`src/rtl/fp_addsub_pipe.sv`:
```
// Three-stage IEEE-754-style floating-point adder/subtractor with valid/ready flow control.
// Stage 1 unpacks and aligns, stage 2 adds and normalises, stage 3 rounds to nearest even and packs.
module fp_addsub_pipe #(
    parameter int EXP_W = 5,
    parameter int MAN_W = 10,
    parameter int W     = 1 + EXP_W + MAN_W
) (
    input  logic         clk,
    input  logic         rst,
    input  logic         in_valid,
    output logic         in_ready,
    input  logic [W-1:0] a,
    input  logic [W-1:0] b,
    input  logic         op,
    output logic         out_valid,
    input  logic         out_ready,
    output logic [W-1:0] result,
    output logic [3:0]   flags
);
    localparam int SW = MAN_W + 4;
    localparam logic [EXP_W-1:0] EXP_ONES  = {EXP_W{1'b1}};
    localparam logic [EXP_W-1:0] EXP_ZERO  = {EXP_W{1'b0}};
    localparam logic [EXP_W-1:0] EXP_ONE   = {{(EXP_W-1){1'b0}}, 1'b1};
    localparam logic [EXP_W:0]   EXPW_ONE  = {{EXP_W{1'b0}}, 1'b1};
    localparam logic [EXP_W:0]   EXPW_ZERO = {(EXP_W+1){1'b0}};
    localparam logic [MAN_W-1:0] FRAC_ZERO = {MAN_W{1'b0}};
    localparam logic [W-1:0]     QNAN      = {1'b0, EXP_ONES, 1'b1, {(MAN_W-1){1'b0}}};

    function automatic logic [31:0] lzc(input logic [SW-1:0] v);
        lzc = 32'(SW);
        for (int i = 0; i < SW; i++) begin
            lzc = v[i] ? 32'(SW - 1 - i) : lzc;
        end
    endfunction

    logic advance_s;
    logic a_sign_s, b_sign_s, a_nan_s, b_nan_s, a_inf_s, b_inf_s, swap_s, x_sign_s, y_sign_s;
    logic [EXP_W-1:0] a_exp_s, b_exp_s, x_exp_s, y_exp_s, diff_s;
    logic [MAN_W:0]   a_sig_s, b_sig_s, x_sig_s, y_sig_s;
    logic [2*SW-1:0]  y_wide_s;
    logic [SW-1:0]    y_al_s;
    logic             spec_s;
    logic [W-1:0]     spec_res_s;
    logic [3:0]       spec_flg_s;

    logic             v1_r, s1_xs_r, s1_ys_r, s1_spec_r;
    logic [EXP_W-1:0] s1_exp_r;
    logic [SW-1:0]    s1_xm_r, s1_ym_r;
    logic [W-1:0]     s1_sres_r;
    logic [3:0]       s1_sflg_r;

    logic [SW:0]      sum_s;
    logic [31:0]      lz_s, lim_s, sh_s;
    logic [SW-1:0]    norm_s, mant_s;
    logic [EXP_W:0]   nexp_s;
    logic             nsign_s;

    logic             v2_r, s2_sign_r, s2_spec_r;
    logic [EXP_W:0]   s2_exp_r;
    logic [SW-1:0]    s2_mant_r;
    logic [W-1:0]     s2_sres_r;
    logic [3:0]       s2_sflg_r;

    logic             up_s, inexact_s;
    logic [MAN_W+1:0] rnd_s;
    logic [EXP_W:0]   fexp_s;
    logic [MAN_W-1:0] ffrac_s;
    logic [W-1:0]     res_s;
    logic [3:0]       flg_s;

    logic             v3_r;
    logic [W-1:0]     result_r;
    logic [3:0]       flags_r;

    assign advance_s = !v3_r || out_ready;
    assign in_ready  = advance_s;
    assign out_valid = v3_r;
    assign result    = result_r;
    assign flags     = flags_r;

    // Stage 1: unpack, classify specials, order by magnitude and align the smaller operand.
    always_comb begin
        a_sign_s = a[W-1];
        b_sign_s = b[W-1] ^ op;
        a_nan_s  = (a[W-2:MAN_W] == EXP_ONES) && (a[MAN_W-1:0] != FRAC_ZERO);
        b_nan_s  = (b[W-2:MAN_W] == EXP_ONES) && (b[MAN_W-1:0] != FRAC_ZERO);
        a_inf_s  = (a[W-2:MAN_W] == EXP_ONES) && (a[MAN_W-1:0] == FRAC_ZERO);
        b_inf_s  = (b[W-2:MAN_W] == EXP_ONES) && (b[MAN_W-1:0] == FRAC_ZERO);
        a_exp_s  = (a[W-2:MAN_W] == EXP_ZERO) ? EXP_ONE : a[W-2:MAN_W];
        b_exp_s  = (b[W-2:MAN_W] == EXP_ZERO) ? EXP_ONE : b[W-2:MAN_W];
        a_sig_s  = {a[W-2:MAN_W] != EXP_ZERO, a[MAN_W-1:0]};
        b_sig_s  = {b[W-2:MAN_W] != EXP_ZERO, b[MAN_W-1:0]};
        swap_s   = b[W-2:0] > a[W-2:0];
        x_sign_s = swap_s ? b_sign_s : a_sign_s;
        y_sign_s = swap_s ? a_sign_s : b_sign_s;
        x_exp_s  = swap_s ? b_exp_s : a_exp_s;
        y_exp_s  = swap_s ? a_exp_s : b_exp_s;
        x_sig_s  = swap_s ? b_sig_s : a_sig_s;
        y_sig_s  = swap_s ? a_sig_s : b_sig_s;
        diff_s   = x_exp_s - y_exp_s;
        y_wide_s = {y_sig_s, 3'b000, {SW{1'b0}}} >> diff_s;
        if (32'(diff_s) >= 32'(MAN_W + 3)) begin
            y_al_s = {{(SW-1){1'b0}}, |y_sig_s};
        end else begin
            y_al_s = y_wide_s[2*SW-1:SW] | {{(SW-1){1'b0}}, |y_wide_s[SW-1:0]};
        end
        spec_s     = 1'b1;
        spec_res_s = QNAN;
        spec_flg_s = 4'b0000;
        if (a_nan_s || b_nan_s) begin
            spec_flg_s = {(a_nan_s && !a[MAN_W-1]) || (b_nan_s && !b[MAN_W-1]), 3'b000};
        end else if (a_inf_s && b_inf_s && (a_sign_s != b_sign_s)) begin
            spec_flg_s = 4'b1000;
        end else if (a_inf_s) begin
            spec_res_s = {a_sign_s, EXP_ONES, FRAC_ZERO};
        end else if (b_inf_s) begin
            spec_res_s = {b_sign_s, EXP_ONES, FRAC_ZERO};
        end else begin
            spec_s = 1'b0;
        end
    end

    // Stage 2: magnitude add/subtract, then normalise (right by one on carry, else left by lzc).
    always_comb begin
        if (s1_xs_r != s1_ys_r) begin
            sum_s = {1'b0, s1_xm_r} - {1'b0, s1_ym_r};
        end else begin
            sum_s = {1'b0, s1_xm_r} + {1'b0, s1_ym_r};
        end
        lz_s   = lzc(sum_s[SW-1:0]);
        lim_s  = 32'(s1_exp_r) - 32'd1;
        sh_s   = (lz_s < lim_s) ? lz_s : lim_s;
        norm_s = sum_s[SW-1:0] << sh_s;
        if (sum_s[SW]) begin
            mant_s = {sum_s[SW:2], sum_s[1] | sum_s[0]};
            nexp_s = {1'b0, s1_exp_r} + EXPW_ONE;
        end else begin
            mant_s = norm_s;
            nexp_s = norm_s[SW-1] ? (EXP_W+1)'(32'(s1_exp_r) - sh_s) : EXPW_ZERO;
        end
        // An exact cancellation is +0; like-signed zeros keep their sign.
        nsign_s = ((sum_s == {(SW+1){1'b0}}) && (s1_xs_r != s1_ys_r)) ? 1'b0 : s1_xs_r;
    end

    // Stage 3: round to nearest even, detect overflow, pack result and flags.
    always_comb begin
        up_s      = s2_mant_r[2] & (s2_mant_r[1] | s2_mant_r[0] | s2_mant_r[3]);
        inexact_s = s2_mant_r[2] | s2_mant_r[1] | s2_mant_r[0];
        rnd_s     = {1'b0, s2_mant_r[SW-1:3]} + {{(MAN_W+1){1'b0}}, up_s};
        if (rnd_s[MAN_W+1]) begin
            fexp_s  = s2_exp_r + EXPW_ONE;
            ffrac_s = FRAC_ZERO;
        end else if ((s2_exp_r == EXPW_ZERO) && rnd_s[MAN_W]) begin
            fexp_s  = EXPW_ONE;
            ffrac_s = rnd_s[MAN_W-1:0];
        end else begin
            fexp_s  = s2_exp_r;
            ffrac_s = rnd_s[MAN_W-1:0];
        end
        if (s2_spec_r) begin
            res_s = s2_sres_r;
            flg_s = s2_sflg_r;
        end else if (fexp_s >= {1'b0, EXP_ONES}) begin
            res_s = {s2_sign_r, EXP_ONES, FRAC_ZERO};
            flg_s = 4'b0101;
        end else begin
            res_s = {s2_sign_r, fexp_s[EXP_W-1:0], ffrac_s};
            flg_s = {2'b00, (fexp_s == EXPW_ZERO) && inexact_s, inexact_s};
        end
    end

    // Pipeline registers: all stages shift together on advance and hold otherwise.
    always_ff @(posedge clk) begin
        if (rst) begin
            v1_r <= 1'b0; s1_xs_r <= 1'b0; s1_ys_r <= 1'b0; s1_spec_r <= 1'b0;
            s1_exp_r <= EXP_ZERO; s1_xm_r <= {SW{1'b0}}; s1_ym_r <= {SW{1'b0}};
            s1_sres_r <= {W{1'b0}}; s1_sflg_r <= 4'b0000;
            v2_r <= 1'b0; s2_sign_r <= 1'b0; s2_spec_r <= 1'b0; s2_exp_r <= EXPW_ZERO;
            s2_mant_r <= {SW{1'b0}}; s2_sres_r <= {W{1'b0}}; s2_sflg_r <= 4'b0000;
            v3_r <= 1'b0; result_r <= {W{1'b0}}; flags_r <= 4'b0000;
        end else if (advance_s) begin
            v1_r <= in_valid; s1_xs_r <= x_sign_s; s1_ys_r <= y_sign_s; s1_spec_r <= spec_s;
            s1_exp_r <= x_exp_s; s1_xm_r <= {x_sig_s, 3'b000}; s1_ym_r <= y_al_s;
            s1_sres_r <= spec_res_s; s1_sflg_r <= spec_flg_s;
            v2_r <= v1_r; s2_sign_r <= nsign_s; s2_spec_r <= s1_spec_r; s2_exp_r <= nexp_s;
            s2_mant_r <= mant_s; s2_sres_r <= s1_sres_r; s2_sflg_r <= s1_sflg_r;
            v3_r <= v2_r; result_r <= res_s; flags_r <= flg_s;
        end else begin
            v1_r <= v1_r;
        end
    end
endmodule

```
`config.mk`:
```
export PLATFORM = sky130hd
export DESIGN_NAME = fp_addsub_pipe
export DESIGN_NICKNAME = d
export VERILOG_FILES = /design/src/rtl/fp_addsub_pipe.sv
export SDC_FILE = /design/constraint.sdc
export NUM_CORES = 1
export LEC_CHECK = 0
export BUFFER_PORTS_ARGS = -buffer_cell sky130_fd_sc_hd__buf_2
export CAP_MARGIN = 20
export CORE_MARGIN = 8
export CORE_UTILIZATION = 40
export DETAILED_ROUTE_END_ITERATION = 10
export HOLD_SLACK_MARGIN = 0.15
export SLEW_MARGIN = 30
export SYNTH_ARGS = -nofsm -noshare
export SYNTH_HDL_FRONTEND = slang
export SYNTH_SLANG_ARGS = --single-unit
```
`constraint.sdc`:
```
create_clock -name clk -period 8 [get_ports clk]
set_clock_uncertainty 0.15 [all_clocks]
set_input_delay 1.2 -clock clk [delete_from_list [all_inputs] [get_ports clk]]
set_output_delay 1.2 -clock clk [all_outputs]
set_load 0.1 [all_outputs]
```
; ---- Yosys cells after proc, flatten, opt, wreduce, memory -nomap -nowiden
; Cells that the tools add are included.
[op_classes]
add_sub_neg = 8
mul = 0
div_mod_pow = 0
order_cmp = 4
n_eq_ne = 4
shifts = 2
n_mux = 46
n_bitwise = 8
n_reduce_logical = 30
[ops]
columns = cell, count
row1 = 16-bit two-way mux, 5
row2 = 4-bit two-way mux, 11
row3 = 4-bit by 32-bit less-than comparator with 1-bit output, 1
row4 = 32-bit two-way mux, 1
row5 = 14-bit by 32-bit << shifter with 14-bit output, 1
row6 = 15-bit two-way mux, 2
row7 = 14-bit two-way mux, 2
row8 = 28-bit by 5-bit >> shifter with 28-bit output, 1
row9 = 6-bit two-way mux, 4
row10 = 11-bit two-way mux, 2
row11 = 10-bit logical NOT, 2
row12 = 5-bit two-way mux, 4
row13 = 10-bit nonzero test, 2
row14 = 14-bit by 14-bit adder with 15-bit output, 1
row15 = 15-bit > comparator, 1
row16 = 15-bit logical NOT, 1
row17 = 3-bit two-way mux, 5
row18 = 14-bit by 14-bit subtractor with 15-bit output, 1
row19 = 14-bit by 1-bit bitwise OR with 14-bit output, 1
row20 = 14-bit OR reduction, 1
row21 = 11-bit by 1-bit adder with 12-bit output, 1
row22 = 6-bit logical NOT, 2
row23 = 1-bit logical AND, 11
row24 = 11-bit OR reduction, 1
row25 = 19 further kinds, 38
[totals]
regBits = 118
latch_bits = 0
mem_bits_rw = 0
mem_bits_ro = 0
in_bits = 37
memories = 0

; ---- Logic depth before layout (Yosys ltp)
[logic_depth]
ltp_word = 21
mapped_depth = 30
depth_no_buf = 29

; ---- Worst setup path after synthesis
; No wires, ideal clock.
[synth_timing]
path_kind = input port to flip-flop
start = in a[12]
end = reg s1_ym_r[0]
setup_ns = 0.132
arrival_time_ns = 6.056
path_slack_ns = 1.662
cell_stages = 21
path_cell_list = inv_1 > ha_1 > a21o_1 > a21o_1 > a21o_1 > a211o_1 > o21ai_2 > clkbuf_1 > clkbuf_1 > clkbuf_1 > nor3_1 > a21oi_1 > ha_1 > inv_1 > fa_1 > xnor2_1 > clkbuf_1 > mux2i_1 > nor4b_1 > a211o_1 > a21oi_1
[synth_between]
elab_chain_cells = 8
word_cells_on_any_way = 14
classes_between = add/sub (1) / order compare (2) / shift (1) / mux (5) / bitwise (1) / reduce/logical (4)
[synth_rtl]
columns = element, line
row1 = start: declaration, 12  ; input logic [W-1:0] a,
row2 = branches (longest 7 deep; another with 15-bit > comparator), n/a
row3 = 14-bit two-way mux (*), 102  ; if (32'(diff_s) >= 32'(MAN_W + 3)) begin
row4 = end signal: assignment, 183  ; s1_exp_r <= x_exp_s; s1_xm_r <= {x_sig_s, 3'b000}; s1_ym_r <= y_al_s;
row5 = end: declaration, 48  ; logic [SW-1:0] s1_xm_r, s1_ym_r;
; Every way passes the cells marked *.
; A chain may end at the register's enable or synchronous reset.

; ---- Final worst setup path
[layout_timing]
start = reg s1_ym_r[6]
end = reg s2_exp_r[4]
[layout_between]
elab_chain_cells = 15
word_cells_on_any_way = 17
classes_between = add/sub (3) / order compare (1) / shift (1) / mux (12)
[layout_rtl]
columns = element, line
row1 = 14-bit by 14-bit adder with 15-bit output or 14-bit by 14-bit subtractor with 15-bit output (tied branches), "128, 126"
row2 = 15-bit two-way mux (*), 125  ; if (s1_xs_r != s1_ys_r) begin
row3 = 4-bit two-way mux (8 in a row), 32  ; lzc = v[i] ? 32'(SW - 1 - i) : lzc;
row4 = 4-bit by 32-bit less-than comparator with 1-bit output, 132  ; sh_s = (lz_s < lim_s) ? lz_s : lim_s;
row5 = 32-bit two-way mux, 132
row6 = 5-bit by 6-bit subtractor with 6-bit output or 14-bit by 32-bit << shifter with 14-bit output (tied branches), "139, 133"
row7 = 6-bit two-way mux, 139  ; nexp_s = norm_s[SW-1] ? (EXP_W+1)'(32'(s1_exp_r) - sh_s) : EXPW_ZERO;
row8 = 6-bit two-way mux (*), 134  ; if (sum_s[SW]) begin
row9 = end signal: assignment, 185  ; v2_r <= v1_r; s2_sign_r <= nsign_s; s2_spec_r <= s1_spec_r; s2_exp_r <= nexp_s;
row10 = end: declaration, 59  ; logic [EXP_W:0] s2_exp_r;
; Mark *: on every way between the ends. The rest lies on a longest branch, timed or not.

==> results.sh <==
export IMPL_status="finished, final reports clean"
export IMPL_seqPwrFrac_pct=21.0
export IMPL_min_path_type="reg2reg"
export IMPL_rows=50
export IMPL_vias=7177
export IMPL_cts_htree_levels=3
export IMPL_fillers=1886
export IMPL_gr_total_overflow=0
export IMPL_final_hold_viol_count=0
export IMPL_hold_ws_ns=0.301
export IMPL_p_leak_nw=3.45
export IMPL_cts_tree="yes"
export IMPL_intPower_w=0.00146
export IMPL_clk_pin_slew_ns=0.07
export IMPL_ys_ff_latch=86
export IMPL_portBuffers=58
export IMPL_grt_max_degree=80
export IMPL_io_pins=59
export IMPL_end_kind="register"
export IMPL_clock_tree_root_cell="clkbuf_16"
export IMPL_path_max_fanout=15
export IMPL_antenna_found_initial=0
export IMPL_route_met3_wl_microns=843
export IMPL_finalWirelength_microns=20900
export IMPL_vdd_drop_max_uv=138
export IMPL_post_cts_resized=0
export IMPL_worst_path_max_delay_cell="a221oi_2"
export IMPL_diodes=0
export IMPL_max_stage_delay_ns=0.59
export IMPL_relSlewSlack_pct=39.1
export IMPL_critPathBufInv=3
export IMPL_ctsLongestPathBuffers=2
export IMPL_die_w_microns=153
export IMPL_ys_seq_area_share_pct=23.0
export IMPL_area_delta_synth_final_pct=9.68
export IMPL_met2_length_microns=9560
export IMPL_ys_flop_type="dfxtp_1"
export IMPL_worst_setup_path_start_kind="register"
export IMPL_vias_per_cell=5.88
export IMPL_firstDrtPassIters=5
export IMPL_synthTopCellsByArea="dfxtp_1, ha_1, mux2i_1"
export IMPL_postRouteAntennaNets=0
export IMPL_core_sq_mm=0.0185
export IMPL_fmax_ghz=0.161
export IMPL_crit_type="reg2reg"
export IMPL_grt_usage_pct=17.5
export IMPL_insertion_delay_ns=0.35
export IMPL_holdBufCountCts=0
export IMPL_fin_util_pct=44.3
export IMPL_layout_commonest_cell="nor2_1"
export IMPL_setup_viol=0
export IMPL_total_power_w=0.00287
export IMPL_ys_types=83
export IMPL_start_util_pct=40.4
export IMPL_grt_pass1_vias=6790
export IMPL_arrival_ns=6.33
export IMPL_postCtsSetupRepairBufs=0
export IMPL_placed_area_sq_mm=0.00790
export IMPL_synth_net_count=1055
export IMPL_synth_top_area_cell="dfxtp_1"
export IMPL_layout_common_cells="nor2_1, dfxtp_1, a21oi_1"
export IMPL_synth_cells=961
export IMPL_numCtsBuffers=9
export IMPL_nets=1076
export IMPL_drcViolationCount=0
export IMPL_gp_congestion=0.873
export IMPL_fin_area_sq_mm=0.00820
export IMPL_fin_tns_setup_ns=0
export IMPL_cellPowerDensity_mw_per_mm2=350
export IMPL_drv_cap=0
export IMPL_synth_edf_count=0
export IMPL_rsz0062_at_grt="no"
export IMPL_fin_crit_sh_pct=77.4
export IMPL_worst_slew_pin_slew_ns=0.905
export IMPL_dieArea_sq_mm=0.0233
export IMPL_syn_area_sq_mm=0.00747
export IMPL_die_h_microns=153
export IMPL_p_sw_w=0.00141
export IMPL_async_reset_ff_share_pct=0
export IMPL_highest_layer="met4"
export IMPL_crit_family="compound AO/OA/AOI/OAI gates"
export IMPL_ys_warnings_count=0
export IMPL_wl_met1_microns=10200
export IMPL_drtIter0Drc=613
export IMPL_synth_top_area_share_pct=23.0
export IMPL_avgSynthCellArea_sq_um=7.78
export IMPL_wire_per_inst_microns=17.1
export IMPL_drv_slew=0
export IMPL_p_comb_share_pct=64.2
export IMPL_p_clk_share_pct=14.8
export IMPL_power_switching_share_pct=49.1
export IMPL_drive_gt1_share_pct=13.4
export IMPL_fin_crit_ns=6.19
export IMPL_dpl_hpwl_microns=15600
export IMPL_grt_pass1_wl_microns=34500
export IMPL_numClockSinks=86
export IMPL_required_ns=8.14
## power by group through the flow
| stage | Combinational, W | Sequential [W] | Clock, W |
|---|---|---|---|
| floorplan | 0.00131 | 0.000752 | 0 |
| global placement | 0.00182 | 0.000608 | 0 |
| detailed placement | 0.00181 | 0.000610 | 0 |
| CTS | 0.00182 | 0.000601 | 0.000437 |
| global route | 0.00201 | 0.000616 | 0.000453 |
| finish | 0.00184 | 0.000602 | 0.000425 |
## metrics by stage
step	cells	worst slack [ns]
final	1220	1.81
after global routing	1220	1.33
after CTS	1220	1.90
after detailed placement	1205	1.96
after global placement	1205	1.94
after floorplan	961	1.66
## synth_stat cells, types with 4 or more instances
cell,count
nand2b_1,12
or3_1,4
or2_2,4
mux4_2,5
o22ai_1,7
dfxtp_1,86
o31ai_1,5
buf_1,8
buf_4,4
a22oi_1,21
nor2_1,111
a211o_1,4
mux2i_1,48
o311ai_0,6
o211ai_1,6
nor3_1,30
nor2b_1,11
buf_2,4
nand2_1,69
and2_1,10
nand4_1,8
nand3_1,34
o21ai_0,37
a32oi_1,4
and3_1,5
inv_1,49
a31oi_1,14
mux2_2,19
xor2_1,16
a21o_1,15
a211oi_1,23
nor3b_1,4
o221ai_1,6
clkbuf_1,41
a21oi_1,72
xnor2_1,23
ha_1,54
o21a_1,8
nor4_1,9
## per-layer routing
metal	vias to the layer above	global-route usage (%)
met4	0	5.09
met2	195	27.9
met5	-	0
met1	3385	23.9
met3	23	2.41
li1	3574	-
## cell families (layout without fill, tap and decap cells)
family / count (synthesis) / after routing / share of synthesized area, %
compound gates: 269 / 269 / 24.5
xor+xnor: 41 / 41 / 5.01
fa+ha+maj: 57 / 57 / 9.84
buf+inv: 109 / 134 / 5.84
flops: 86 / 86 / 23.0
mux: 72 / 72 / 10.8
simple gates: 327 / 327 / 20.9
## registers in the layout (all words and copies together) (netlist names), 3 cells and up
| signal | flops |
|---|---|
| result | 16 |
| s1_ym_r | 14 |
| s2_mant_r | 14 |
| s1_xm_r | 11 |
| s2_exp_r | 6 |
| s1_exp_r | 5 |
| flags | 4 |
| s1_sres_r | 3 |
| s2_sres_r | 3 |
## final timing paths
path,startpoint,end,slack [ns],depth (start not counted)
setup / recovery,s1_ym_r[6],s2_exp_r[4],1.81,27
hold / removal,s1_sflg_r[3],s2_sflg_r[3],0.30,2
setup reg to reg,s1_ym_r[6],s2_exp_r[4],1.81,27
hold reg to reg,s1_sflg_r[3],s2_sflg_r[3],0.30,2
## area by class of cell
type	instances	area [sq um]	area share (%)
inverter	51	191	2.34
multi-input combinational	766	5330	65.0
clock inverter	6	68.8	0.840
clock buffer	9	225	2.75
sequential	86	1720	21.0
tap	234	293	3.57
timing repair buffer	68	365	4.46
## worst reg2reg max path, delay by kind of cell (launching register included)
family                     cells  cell delay (ns)
buffers and inverters          3             0.15
DFF                            1             0.36
adders and majority gates      4             1.32
AOI/OAI and AO/OA             15             3.53
and+or+nand+nor                4             0.55
xor gates and xnor gates       1             0.09
(Power assumes the default switching activity.)
